--- config.mk ---
export PLATFORM = sky130hd
export DESIGN_NAME = ibex_rf_writeback_ctrl_flat
export DESIGN_NICKNAME = d
export VERILOG_FILES = /design/src/rtl/ibex_rf_writeback_ctrl_if.sv /design/src/rtl/ibex_rf_writeback_ctrl.sv /design/src/flat_wrapper.sv
export SDC_FILE = /design/constraint.sdc
export NUM_CORES = 1
export LEC_CHECK = 0
export CAP_MARGIN = 20
export CORE_MARGIN = 1
export CORE_UTILIZATION = 26
export DETAILED_ROUTE_END_ITERATION = 7
export GPL_TIMING_DRIVEN = 1
export PLACE_DENSITY_LB_ADDON = 0.15
export SLEW_MARGIN = 20
export SYNTH_ARGS = -nofsm -noshare
export SYNTH_HDL_FRONTEND = slang
export SYNTH_SLANG_ARGS = --single-unit
--- constraint.sdc ---
create_clock -name clk_i -period 2.95 [get_ports clk_i]
set_input_delay 0.59 -clock clk_i [delete_from_list [all_inputs] [get_ports clk_i]]
set_output_delay 0.59 -clock clk_i [all_outputs]
set_load 0.01 [all_outputs]
--- src/rtl/ibex_rf_writeback_ctrl_if.sv ---
// Register-file writeback bundle: EX results, load issue/response, write port and decode read ports.
interface ibex_rf_writeback_ctrl_if #(
    parameter int unsigned DataWidth = 32
);
    logic                 ex_valid_i;
    logic [4:0]           ex_waddr_i;
    logic [DataWidth-1:0] ex_wdata_i;
    logic                 ex_ready_o;
    logic                 ld_issue_i;
    logic [4:0]           ld_rd_i;
    logic                 ld_ready_o;
    logic                 lsu_rvalid_i;
    logic [DataWidth-1:0] lsu_rdata_i;
    logic                 lsu_err_i;
    logic                 we_a_o;
    logic [4:0]           waddr_a_o;
    logic [DataWidth-1:0] wdata_a_o;
    logic [4:0]           raddr_a_i;
    logic [4:0]           raddr_b_i;
    logic [DataWidth-1:0] rf_rdata_a_i;
    logic [DataWidth-1:0] rf_rdata_b_i;
    logic [DataWidth-1:0] rdata_a_o;
    logic [DataWidth-1:0] rdata_b_o;
    logic                 hazard_a_o;
    logic                 hazard_b_o;
    logic                 ld_busy_o;

    modport master (
        output ex_valid_i, ex_waddr_i, ex_wdata_i, ld_issue_i, ld_rd_i,
               lsu_rvalid_i, lsu_rdata_i, lsu_err_i,
               raddr_a_i, raddr_b_i, rf_rdata_a_i, rf_rdata_b_i,
        input  ex_ready_o, ld_ready_o, we_a_o, waddr_a_o, wdata_a_o,
               rdata_a_o, rdata_b_o, hazard_a_o, hazard_b_o, ld_busy_o
    );

    modport slave (
        input  ex_valid_i, ex_waddr_i, ex_wdata_i, ld_issue_i, ld_rd_i,
               lsu_rvalid_i, lsu_rdata_i, lsu_err_i,
               raddr_a_i, raddr_b_i, rf_rdata_a_i, rf_rdata_b_i,
        output ex_ready_o, ld_ready_o, we_a_o, waddr_a_o, wdata_a_o,
               rdata_a_o, rdata_b_o, hazard_a_o, hazard_b_o, ld_busy_o
    );
endinterface

--- src/rtl/ibex_rf_writeback_ctrl.sv ---
// Register-file write-port owner: arbitrates EX vs load responses, tracks the outstanding
// load destination and forwards the write-stage value onto both decode read ports.
module ibex_rf_writeback_ctrl #(
    parameter int unsigned          DataWidth   = 32,
    parameter bit                   RV32E       = 1'b0,
    parameter logic [DataWidth-1:0] WordZeroVal = '0
) (
    input  logic                      clk_i,
    input  logic                      rst_ni,
    ibex_rf_writeback_ctrl_if.slave   bus
);
    localparam int unsigned NumRegs = 32;
    localparam int unsigned AddrW   = 5;

    typedef enum logic {
        IDLE    = 1'b0,
        LD_WAIT = 1'b1
    } state_e;

    state_e               r_state;
    state_e               w_state_nxt;
    logic [AddrW-1:0]     r_ld_rd;
    logic [AddrW-1:0]     w_ld_rd_nxt;
    logic [NumRegs-1:0]   r_pending;
    logic [NumRegs-1:0]   w_set;
    logic [NumRegs-1:0]   w_clr;
    logic                 w_ld_ready;
    logic                 w_rsp;
    logic                 w_issue;
    logic                 w_ex_ready;
    logic                 w_ex_win;
    logic                 r_we;
    logic [AddrW-1:0]     r_waddr;
    logic [DataWidth-1:0] r_wdata;

    // Register index that may be written/tracked: not x0 and inside the RV32E range.
    function automatic logic f_addr_ok(input logic [AddrW-1:0] a);
        return (a != AddrW'(0)) && !(RV32E && a[AddrW-1]);
    endfunction

    always_ff @(posedge clk_i or negedge rst_ni) begin
        if (!rst_ni) begin
            r_state <= IDLE;
            r_ld_rd <= '0;
        end else begin
            r_state <= w_state_nxt;
            r_ld_rd <= w_ld_rd_nxt;
        end
    end

    // A new load is accepted while idle, or back-to-back with the response that frees the slot.
    always_comb begin
        w_state_nxt = r_state;
        w_ld_rd_nxt = r_ld_rd;
        w_ld_ready  = 1'b0;
        w_rsp       = 1'b0;
        case (r_state)
            IDLE: begin
                w_ld_ready = 1'b1;
                if (bus.ld_issue_i) begin
                    w_state_nxt = LD_WAIT;
                    w_ld_rd_nxt = bus.ld_rd_i;
                end
            end
            LD_WAIT: begin
                w_ld_ready = bus.lsu_rvalid_i;
                w_rsp      = bus.lsu_rvalid_i;
                if (bus.lsu_rvalid_i) begin
                    w_state_nxt = IDLE;
                    if (bus.ld_issue_i) begin
                        w_state_nxt = LD_WAIT;
                        w_ld_rd_nxt = bus.ld_rd_i;
                    end
                end
            end
            default: w_state_nxt = IDLE;
        endcase
    end

    assign w_issue = bus.ld_issue_i & w_ld_ready;
    assign w_set   = (w_issue && f_addr_ok(bus.ld_rd_i)) ? (NumRegs'(1) << bus.ld_rd_i) : '0;
    assign w_clr   = w_rsp ? (NumRegs'(1) << r_ld_rd) : '0;

    // Set is applied after clear so a same-rd issue/response pair leaves the bit pending.
    always_ff @(posedge clk_i or negedge rst_ni) begin
        if (!rst_ni) r_pending <= '0;
        else         r_pending <= (r_pending & ~w_clr) | w_set;
    end

    assign w_ex_ready = ~bus.lsu_rvalid_i &
                        ~((r_state == LD_WAIT) && (bus.ex_waddr_i == r_ld_rd) &&
                          (bus.ex_waddr_i != AddrW'(0)));
    assign w_ex_win   = bus.ex_valid_i & w_ex_ready & f_addr_ok(bus.ex_waddr_i);

    // Write stage: load response has priority; dropped writes keep address/data stable.
    always_ff @(posedge clk_i or negedge rst_ni) begin
        if (!rst_ni) begin
            r_we    <= 1'b0;
            r_waddr <= '0;
            r_wdata <= WordZeroVal;
        end else if (w_rsp) begin
            r_we <= ~bus.lsu_err_i & f_addr_ok(r_ld_rd);
            if (~bus.lsu_err_i && f_addr_ok(r_ld_rd)) begin
                r_waddr <= r_ld_rd;
                r_wdata <= bus.lsu_rdata_i;
            end
        end else if (w_ex_win) begin
            r_we    <= 1'b1;
            r_waddr <= bus.ex_waddr_i;
            r_wdata <= bus.ex_wdata_i;
        end else begin
            r_we <= 1'b0;
        end
    end

    assign bus.ex_ready_o = w_ex_ready;
    assign bus.ld_ready_o = w_ld_ready;
    assign bus.ld_busy_o  = (r_state == LD_WAIT);
    assign bus.we_a_o     = r_we;
    assign bus.waddr_a_o  = r_waddr;
    assign bus.wdata_a_o  = r_wdata;

    assign bus.hazard_a_o = r_pending[bus.raddr_a_i] & (bus.raddr_a_i != AddrW'(0));
    assign bus.hazard_b_o = r_pending[bus.raddr_b_i] & (bus.raddr_b_i != AddrW'(0));

    assign bus.rdata_a_o = (r_we && (r_waddr == bus.raddr_a_i) && (bus.raddr_a_i != AddrW'(0)))
                           ? r_wdata : bus.rf_rdata_a_i;
    assign bus.rdata_b_o = (r_we && (r_waddr == bus.raddr_b_i) && (bus.raddr_b_i != AddrW'(0)))
                           ? r_wdata : bus.rf_rdata_b_i;
endmodule

--- src/flat_wrapper.sv ---
// flat-port wrapper written by rule: the top's interface ports become plain ports
module ibex_rf_writeback_ctrl_flat 
#(
    parameter int unsigned          DataWidth   = 32,
    parameter bit                   RV32E       = 1'b0,
    parameter logic [DataWidth-1:0] WordZeroVal = '0
)
  (clk_i, rst_ni, bus_ex_valid_i, bus_ex_waddr_i, bus_ex_wdata_i, bus_ld_issue_i, bus_ld_rd_i, bus_lsu_rvalid_i, bus_lsu_rdata_i, bus_lsu_err_i, bus_raddr_a_i, bus_raddr_b_i, bus_rf_rdata_a_i, bus_rf_rdata_b_i, bus_ex_ready_o, bus_ld_ready_o, bus_we_a_o, bus_waddr_a_o, bus_wdata_a_o, bus_rdata_a_o, bus_rdata_b_o, bus_hazard_a_o, bus_hazard_b_o, bus_ld_busy_o);
  ibex_rf_writeback_ctrl_if #(.DataWidth(DataWidth)) bus_i ();
  input  logic clk_i;
  input  logic rst_ni;
  input wire logic [$bits(bus_i.ex_valid_i)-1:0] bus_ex_valid_i;
  input wire logic [$bits(bus_i.ex_waddr_i)-1:0] bus_ex_waddr_i;
  input wire logic [$bits(bus_i.ex_wdata_i)-1:0] bus_ex_wdata_i;
  input wire logic [$bits(bus_i.ld_issue_i)-1:0] bus_ld_issue_i;
  input wire logic [$bits(bus_i.ld_rd_i)-1:0] bus_ld_rd_i;
  input wire logic [$bits(bus_i.lsu_rvalid_i)-1:0] bus_lsu_rvalid_i;
  input wire logic [$bits(bus_i.lsu_rdata_i)-1:0] bus_lsu_rdata_i;
  input wire logic [$bits(bus_i.lsu_err_i)-1:0] bus_lsu_err_i;
  input wire logic [$bits(bus_i.raddr_a_i)-1:0] bus_raddr_a_i;
  input wire logic [$bits(bus_i.raddr_b_i)-1:0] bus_raddr_b_i;
  input wire logic [$bits(bus_i.rf_rdata_a_i)-1:0] bus_rf_rdata_a_i;
  input wire logic [$bits(bus_i.rf_rdata_b_i)-1:0] bus_rf_rdata_b_i;
  output wire logic [$bits(bus_i.ex_ready_o)-1:0] bus_ex_ready_o;
  output wire logic [$bits(bus_i.ld_ready_o)-1:0] bus_ld_ready_o;
  output wire logic [$bits(bus_i.we_a_o)-1:0] bus_we_a_o;
  output wire logic [$bits(bus_i.waddr_a_o)-1:0] bus_waddr_a_o;
  output wire logic [$bits(bus_i.wdata_a_o)-1:0] bus_wdata_a_o;
  output wire logic [$bits(bus_i.rdata_a_o)-1:0] bus_rdata_a_o;
  output wire logic [$bits(bus_i.rdata_b_o)-1:0] bus_rdata_b_o;
  output wire logic [$bits(bus_i.hazard_a_o)-1:0] bus_hazard_a_o;
  output wire logic [$bits(bus_i.hazard_b_o)-1:0] bus_hazard_b_o;
  output wire logic [$bits(bus_i.ld_busy_o)-1:0] bus_ld_busy_o;
  assign bus_i.ex_valid_i = bus_ex_valid_i;
  assign bus_i.ex_waddr_i = bus_ex_waddr_i;
  assign bus_i.ex_wdata_i = bus_ex_wdata_i;
  assign bus_i.ld_issue_i = bus_ld_issue_i;
  assign bus_i.ld_rd_i = bus_ld_rd_i;
  assign bus_i.lsu_rvalid_i = bus_lsu_rvalid_i;
  assign bus_i.lsu_rdata_i = bus_lsu_rdata_i;
  assign bus_i.lsu_err_i = bus_lsu_err_i;
  assign bus_i.raddr_a_i = bus_raddr_a_i;
  assign bus_i.raddr_b_i = bus_raddr_b_i;
  assign bus_i.rf_rdata_a_i = bus_rf_rdata_a_i;
  assign bus_i.rf_rdata_b_i = bus_rf_rdata_b_i;
  assign bus_ex_ready_o = bus_i.ex_ready_o;
  assign bus_ld_ready_o = bus_i.ld_ready_o;
  assign bus_we_a_o = bus_i.we_a_o;
  assign bus_waddr_a_o = bus_i.waddr_a_o;
  assign bus_wdata_a_o = bus_i.wdata_a_o;
  assign bus_rdata_a_o = bus_i.rdata_a_o;
  assign bus_rdata_b_o = bus_i.rdata_b_o;
  assign bus_hazard_a_o = bus_i.hazard_a_o;
  assign bus_hazard_b_o = bus_i.hazard_b_o;
  assign bus_ld_busy_o = bus_i.ld_busy_o;
  ibex_rf_writeback_ctrl #(.DataWidth(DataWidth), .RV32E(RV32E), .WordZeroVal(WordZeroVal)) u_core (.clk_i(clk_i), .rst_ni(rst_ni), .bus(bus_i));
endmodule
==> results of run 1 <==
-- final cells by class --
cell class                      count  area [um2]
Clock buffer                       10         229
Timing Repair Buffer              332        3090
Inverter                           41         154
Fill cell                        2274       13200
Sequential cell                    76        1900
Multi-Input combinational cell    467        3760
Clock inverter                      5        30.0
Tap cell                          285         357
-- timing repair --
| item | in CTS | in global routing |
|---|---|---|
| resized for setup | 314 | 32 |
| pin swaps | 10 | 10 |
| setup endpoints to repair | 66 | 67 |
| gates cloned | 5 | 0 |
| buffers inserted | 17 | 10 |
-- Yosys cell counts, drive strengths merged (6+ instances only) --
cell,count
dfrtp,76
mux2,65
o21ai,61
nand3,54
clkbuf,47
inv,40
nand4,39
a2111oi,37
a41oi,37
o211ai,37
buf,24
mux2i,22
nand2,22
xnor2,15
nor2,9
nor2b,7
o31ai,6
-- logic make-up after synthesis --
logic type | count (synthesis)
AOI/OAI and AO/OA | 197
xor gates and xnor gates | 15
buffers and inverters | 112
DFF | 76
muxes | 92
and+or+nand+nor | 162
-- per-layer routing --
| metal | up-vias | routed length, um |
|---|---|---|
| li1 | 3095 | - |
| met1 | 3230 | 11600 |
| met2 | 279 | 12500 |
| met3 | 18 | 1920 |
| met4 | 2 | 230 |
| met5 | - | 13 |
-- final timing paths --
path,start,end,slack [ns]
worst max-delay path,u_core.bus.waddr_a_o[4]$_DFFE_PN0P_,bus_rdata_b_o[28],-0.02
worst min-delay path,rst_ni,u_core.bus.wdata_a_o[13]$_DFFE_PN0P_,0.31
worst max register to register,u_core.r_ld_rd[1]$_DFFE_PN0P_,u_core.bus.waddr_a_o[1]$_DFFE_PN0P_,0.88
worst min register to register,u_core.r_pending[22]$_DFF_PN0_,u_core.r_pending[22]$_DFF_PN0_,0.53
max in group asynchronous,rst_ni,u_core.bus.waddr_a_o[2]$_DFFE_PN0P_,2.02
min in group clk_i,u_core.r_pending[22]$_DFF_PN0_,u_core.r_pending[22]$_DFF_PN0_,0.53
-- power by group --
group	leakage [nW]	internal, W	switching (W)
Clock	0.124	0.000560	0.000441
Sequential	0.933	0.00128	0.000296
Combinational	2.74	0.000914	0.000784
Total	3.80	0.00275	0.00152
-- worst reg2reg max path: stages (launching register included) --
cell                       delay (ns)
sky130_fd_sc_hd__dfrtp_1         0.39
sky130_fd_sc_hd__buf_4           0.19
sky130_fd_sc_hd__nor4_2          0.44
sky130_fd_sc_hd__a211o_2         0.40
sky130_fd_sc_hd__buf_12          0.26
sky130_fd_sc_hd__a41oi_1         0.16
sky130_fd_sc_hd__o211ai_1        0.14
-- registers in the layout, summed over array words and instances (netlist names) --
| name | cells |
|---|---|
| u_core.bus.wdata_a_o | 32 |
| u_core.r_pending | 32 |
| u_core.bus.waddr_a_o | 5 |
| u_core.r_ld_rd | 5 |
| u_core.bus.ld_busy_o | 1 |
| u_core.bus.we_a_o | 1 |
-- per-stage QoR --
stage	power (W)	setup WS, ns	TNS (ns)	cells
6_report	0.00427	-0.0157	-0.0495	1216
5_1_grt	0.00453	-0.0737	-0.404	1216
2_1_floorplan	0.00227	0.441	0	654
4_1_cts	0.00425	-0.0755	-0.821	1211
3_5_place_dp	0.00323	-0.794	-42.64	1174
3_3_place_gp	0.00322	-0.778	-42.29	1174
==> summary.txt, run 1 <==
Critical path
  • Max stage delay on crit path: 0.53 ns
  • Worst path cell trace: or4_4 -> o211ai_4 -> nor2_4 -> buf_6 -> buf_16 -> buf_8 -> mux2_4 -> buf_6
  • Highest net fanout along the worst path: 7
  • Number of cells on the worst reg-to-reg path: 6
  • Most frequent cell on the critical path: sky130_fd_sc_hd__buf_6
  • Type of origin of the critical path: register
  • Crit Path Category: register to primary output
  • Worst path bufs/invs: 4
  • Critical path capture point type: primary output
  • Arrival time of data at the critical path endpoint: 2.38 ns
  • Worst endpoint required time: 2.36 ns
  • Top Family by Delay on Critical Path: simple AND/OR/NAND/NOR gates
  • Slowest-stage cell, CP: sky130_fd_sc_hd__or4_4
  • Cell count along the critical path: 8

CTS
  • TritonCTS buffer count: 9
  • Hold bufs inserted after CTS: 0
  • Maximum number of buffers from clock root to sink: 2
  • Clock H-tree levels: 3
  • Sink Count: 76
  • Worst skew pair latency: 0.34 ns
  • Register clock-pin slew on the reported worst setup and hold paths: 0.06 ns
  • TritonCTS clock tree: yes
  • Clock root buffer: sky130_fd_sc_hd__clkbuf_16

Place
  • Placement Cell Area: 9080 um2
  • Final weighted congestion in routability-driven placement: 0.801
  • Total half-perimeter wirelength after legalization and detailed placement: 17,500 um
  • Input/output buffers: 260

Floorplan
  • Total number of placement rows: 55
  • IO Pins: 261
  • Die W: 154 um
  • Total die area: 23,800 um2
  • CORE AREA: 22,700 um2
  • Starting utilization of the core area: 26.6%
  • Vertical die dimension: 154 um

STA
  • Normalized max-slew margin: 52.8%
  • Worst setup margin: -0.0157 ns
  • Final setup vio count: 5
  • Actual slew at the worst max-slew pin: 0.708 ns
  • Final critical-path share of the clock period: 101%
  • Setup repair after global routing missed its margin: yes
  • Final-report hold violation count: 0
  • Skew final: 0.00764 ns
  • Number of pins with negative max-slew slack in the final report: 0
  • Minimum clock period after layout: 2.97 ns
  • Max Fclk: 0.337 GHz
  • Worst hold slack after final layout: 0.306 ns

Synthesis
  • Fraction of registers with async set/reset: 100%
  • Distinct cell type count of the synthesized netlist: 48
  • Register bit total from synthesis: 76
  • Post-synthesis mux area share: 19.7%
  • Area of the mapped netlist: 6040 um2
  • Most frequently used flop master after synthesis: sky130_fd_sc_hd__dfrtp_1
  • Number of enable flip-flop cells after synthesis: 0
  • Synthesized-area fraction occupied by xor and xnor cells: 2.17%
  • Top post-synthesis cells by area: sky130_fd_sc_hd__dfrtp_1 (31%), sky130_fd_sc_hd__mux2_4 (8.0%), sky130_fd_sc_hd__mux2_2 (6.2%)
  • Yosys Warn Count: 0
  • Post-Syn Nets: 808
  • Synthesized-area fraction occupied by ao, oa, aoi and oai cells: 23.6%
  • Post-synthesis area per instance: 9.24 um2
  • Post-synthesis cell count: 654
  • Leading area contributor after synthesis: sky130_fd_sc_hd__dfrtp_1
  • Adder-cell share of the synthesized area: 0%
  • Top cell type's share of synthesized area: 31.5%
  • Basic-gate share of the synthesized area counting and, or, nand and nor cells: 14.9%
  • Dominant combinational cell family by area after synthesis: compound AO/OA/AOI/OAI gates
  • Sequential element share of the synthesized area: 31.5%

GRT
  • Total global-route track usage: 21.8%
  • Initial antenna violation count: 1
  • Met2 global-route usage: 35.9%
  • Met1 Track Usage GR: 29.4%
  • Via count of the first global-routing pass: 6,700
  • Maximum number of pins on one net before global-route repair: 50
  • Fraction of met3 tracks used by global routing: 4.82%
  • Global-route wire length before repair: 40,200 um
  • GRT Max-Usage Layer: met2
  • Congestion Overflow GR: 0

Drt
  • Remaining DRCs: 0
  • Detailed-route wire length: 26,200 um
  • Average wire per standard cell: 21.6 um
  • Count of antenna-violating nets left after detailed routing: 0
  • Count of routing violations after the opening detailed-route iteration: 471
  • Ratio of routed vias to standard cells: 5.45
  • TritonRoute pass-1 iters: 4
  • Detailed-route via count: 6,624

Worst hold path
  • Path category of the worst min-delay check: input port to async pin

Final layout
  • Design area: 9530 um2
  • Area added between synthesis and finish: 57.8%
  • Antenna diode count: 0
  • Fraction of layout cells with a size suffix above 1: 27.1%
  • Count of nets after finishing: 1,081
  • Commonest cells after routing, fill and taps aside: sky130_fd_sc_hd__clkdlybuf4s50_1 (183), sky130_fd_sc_hd__dfrtp_1 (74), sky130_fd_sc_hd__o21ai_0 (61)
  • Core utilization of the finished layout: 42.0%
  • Leading cell type in the layout, fill and taps excluded: sky130_fd_sc_hd__clkdlybuf4s50_1

Pwr
  • Power per Cell Area: 449 nW/um2
  • Worst IR drop on VDD: 0.000257 V
  • P_leak: 3.80 nW

Job
  • Max-cap violations: 0

Status
  • Violations in the final reports: negative setup slack
  • Outcome: finished, violations left
(Power assumes the default switching activity.)
==> run 2: changes to the inputs <==
--- a/config.mk
+++ b/config.mk
@@ -5,13 +5,12 @@
 export SDC_FILE = /design/constraint.sdc
 export NUM_CORES = 1
 export LEC_CHECK = 0
-export CAP_MARGIN = 20
 export CORE_MARGIN = 1
 export CORE_UTILIZATION = 26
 export DETAILED_ROUTE_END_ITERATION = 7
 export GPL_TIMING_DRIVEN = 1
 export PLACE_DENSITY_LB_ADDON = 0.15
-export SLEW_MARGIN = 20
+export SLEW_MARGIN = 40
 export SYNTH_ARGS = -nofsm -noshare
 export SYNTH_HDL_FRONTEND = slang
 export SYNTH_SLANG_ARGS = --single-unit
==> run 2 against run 1 <==
Effect of this change: clock power is 17% higher; final area is 0.49% higher; the flow still finishes with violations (negative setup slack); largest power group unchanged; first-iteration DRC count is 18% lower; non-clock buffer count is 6 lower; setup slack worse by 0.076 ns; total power is 3.6% higher; clock skew is 0.00098 ns higher; critical path depth stayed put; sequential power hardly changed; core utilization is 0.20 points higher; combinational power hardly changed.
==> summary.txt, run 2 (same netlist as run 1, synthesis figures left out) <==
STA
  • Normalized max-slew margin: 51.9% (-0.88 points)
  • Final-report hold violation count: 0 (unchanged)
  • Skew final: 0.00862 ns (+0.000979 ns)
  • Final setup vio count: 1 (-4)
  • Number of pins with negative max-slew slack in the final report: 0 (unchanged)
  • Max Fclk: 0.329 GHz (-2.5%)
  • Worst hold slack after final layout: 0.301 ns (-0.00587 ns)
  • Final critical-path share of the clock period: 103% (+2.6 points)
  • Setup repair after global routing missed its margin: yes
  • Worst setup margin: -0.0918 ns (-0.0761 ns)
  • Minimum clock period after layout: 3.04 ns (+0.0761 ns)
  • Actual slew at the worst max-slew pin: 0.722 ns (+0.0132 ns)

Critical path
  • Top Family by Delay on Critical Path: simple AND/OR/NAND/NOR gates
  • Max stage delay on crit path: 0.56 ns (+0.03 ns)
  • Crit Path Category: register to primary output
  • Worst path cell trace: or4_4 -> o211ai_4 -> nor2_4 -> buf_16 -> buf_12 -> buf_6 -> mux2_4 -> buf_6
  • Most frequent cell on the critical path: sky130_fd_sc_hd__buf_6
  • Timing startpoint of the critical path: u_core.bus.waddr_a_o[4]$_DFFE_PN0P_
  • Critical path capture point type: primary output
  • Slowest-stage cell, CP: sky130_fd_sc_hd__or4_4
  • Type of origin of the critical path: register
  • Worst R2R Start: u_core.r_ld_rd[1]$_DFFE_PN0P_
  • Arrival time of data at the critical path endpoint: 2.45 ns (+0.07 ns)
  • Worst endpoint required time: 2.36 ns (about the same)
  • Highest net fanout along the worst path: 8 (+1)
  • Worst path bufs/invs: 4 (unchanged)

Pwr
  • Internal power: 0.00289 W (+5.0%)
  • Reported net switching power: 0.00154 W (+1.2%)
  • Relative contribution of sequential cells to total power: 35.5% (-1.3 points)
  • Share of total power in the clock network: 26.5% (+3.1 points)
  • Combinational Power Share: 38.0% (-1.7 points)
  • Power per Cell Area: 463 nW/um2 (+3.1%)
  • Worst IR drop on VDD: 0.000261 V (+1.5%)
  • Switching part of the total power: 34.8% (-0.84 points)
  • P_leak: 3.80 nW (+0.12%)

Floorplan
  • Vertical die dimension: 154 um (unchanged)
  • CORE AREA: 22,700 um2 (unchanged)
  • Total number of placement rows: 55 (unchanged)
  • Starting utilization of the core area: 26.6% (unchanged)
  • Total die area: 23,800 um2 (unchanged)
  • Die W: 154 um (unchanged)
  • IO Pins: 261 (unchanged)

Place
  • Total half-perimeter wirelength after legalization and detailed placement: 17,600 um (+0.53%)
  • Pre-CTS setup slack: -0.602 ns (+0.192 ns)
  • Input/output buffers: 260 (unchanged)
  • Final weighted congestion in routability-driven placement: 0.801 (unchanged)

CTS
  • Sink Count: 76 (unchanged)
  • TritonCTS clock tree: yes
  • Maximum number of buffers from clock root to sink: 2 (unchanged)
  • TritonCTS buffer count: 9 (unchanged)
  • Clock H-tree levels: 3 (unchanged)
  • Worst skew pair latency: 0.35 ns (about the same)
  • Register clock-pin slew on the reported worst setup and hold paths: 0.06 ns (about the same)
  • Clock root buffer: sky130_fd_sc_hd__clkbuf_16

Final layout
  • Area added between synthesis and finish: 58.5%
  • Leading cell type in the layout, fill and taps excluded: sky130_fd_sc_hd__clkdlybuf4s50_1
  • Fraction of layout cells with a size suffix above 1: 26.3% (-0.80 points)
  • Commonest cells after routing, fill and taps aside: sky130_fd_sc_hd__clkdlybuf4s50_1 (183), sky130_fd_sc_hd__dfrtp_1 (74), sky130_fd_sc_hd__o21ai_0 (61)
  • Count of nets after finishing: 1,074 (-0.65%)

GRT
  • Global-route wire length before repair: 39,800 um (-1.0%)
  • Total global-route track usage: 21.5% (-0.32 points)
  • Maximum number of pins on one net before global-route repair: 50 (unchanged)
  • Via count of the first global-routing pass: 6,720 (+0.30%)
  • Initial antenna violation count: 2 (+1)
  • Fraction of met3 tracks used by global routing: 4.68% (-0.14 points)
  • Met2 global-route usage: 35.0% (-0.86 points)
  • GRT Max-Usage Layer: met2
  • Congestion Overflow GR: 0 (unchanged)
  • Met1 Track Usage GR: 28.7% (-0.69 points)

Drt
  • Remaining DRCs: 0 (unchanged)
  • Detailed-route via count: 6,610 (-0.21%)
  • Ratio of routed vias to standard cells: 5.46 (+0.20%)
  • Average wire per standard cell: 21.4 um (-0.83%)
  • TritonRoute pass-1 iters: 6 (+2)
  • Count of routing violations after the opening detailed-route iteration: 385 (-18%)
  • Count of antenna-violating nets left after detailed routing: 0 (unchanged)
  • Detailed-route wire length: 25,900 um (-1.2%)

Status
  • Violations in the final reports: negative setup slack
  • Outcome: finished, violations left

Job
  • Max-cap violations: 0 (unchanged)

Worst hold path
  • Path category of the worst min-delay check: input port to async pin
run 2: per-layer routing:
metal | wire length, um | up-vias
li1 | - | 3086
met1 | 11400 | 3215
met2 | 12200 | 286
met3 | 1920 | 21
met4 | 310 | 2
met5 | 13 | -
run 2: what timing repair did:
action | in CTS | in global routing
hold buffers | 0 | 0
buffers inserted | 16 | 3
pin swaps | 8 | 8
setup endpoints to repair | 66 | 63
gates resized for setup | 287 | 48
endpoints found under the hold margin | 0 | 0
gates cloned | 2 | 2
run 2: per-stage QoR:
stage                     instances  area (um2)  power, W  TNS, ns  utilization, %
after global placement         1174        9080   0.00322   -42.29            40.0
final                          1211        9580   0.00443  -0.0918            42.2
after CTS                      1208        9490   0.00441    -2.22            41.8
after detailed placement       1175        9090   0.00323   -33.89            40.0
after floorplan                 654        6040   0.00227        0               -
after global routing           1210        9570   0.00467   -0.252            42.2
run 2: path summary, 6_finish.rpt:
kind	endpoint	slack, ns	cells after the start
min	u_core.bus.wdata_a_o[13]$_DFFE_PN0P_	0.30	1
min in group clk_i	u_core.r_pending[22]$_DFF_PN0_	0.53	2
max reg2reg	u_core.bus.wdata_a_o[31]$_DFFE_PN0P_	0.93	6
max	bus_rdata_b_o[13]	-0.09	8
max in group asynchronous	u_core.bus.waddr_a_o[3]$_DFFE_PN0P_	2.02	2
min reg2reg	u_core.r_pending[22]$_DFF_PN0_	0.53	2
run 2: cell type report:
cell class / instances / area [um2]
inverter: 41 / 154
fill: 2278 / 13100
clock inverter: 5 / 60.1
antenna: 1 / 2.50
multi-input combinational: 466 / 3730
tap: 285 / 357
timing repair buffer: 326 / 3120
sequential: 76 / 1900
clock buffer: 11 / 253
run 2: power by group through the flow:
stage | logic [W] | clock network [W] | registers [W]
after floorplan | 0.000747 | 0 | 0.00152
after global placement | 0.00163 | 0 | 0.00159
after detailed placement | 0.00164 | 0 | 0.00159
after CTS | 0.00165 | 0.00118 | 0.00157
after global routing | 0.00183 | 0.00123 | 0.00161
final | 0.00168 | 0.00117 | 0.00157
run 2: worst register-to-register path, cell delays in order, from the launching register on:
cell                       delay, ns
sky130_fd_sc_hd__dfrtp_1        0.40
sky130_fd_sc_hd__buf_4          0.19
sky130_fd_sc_hd__nor4_2         0.40
sky130_fd_sc_hd__a211o_2        0.40
sky130_fd_sc_hd__buf_4          0.29
sky130_fd_sc_hd__a41oi_1        0.15
sky130_fd_sc_hd__o211ai_1       0.12
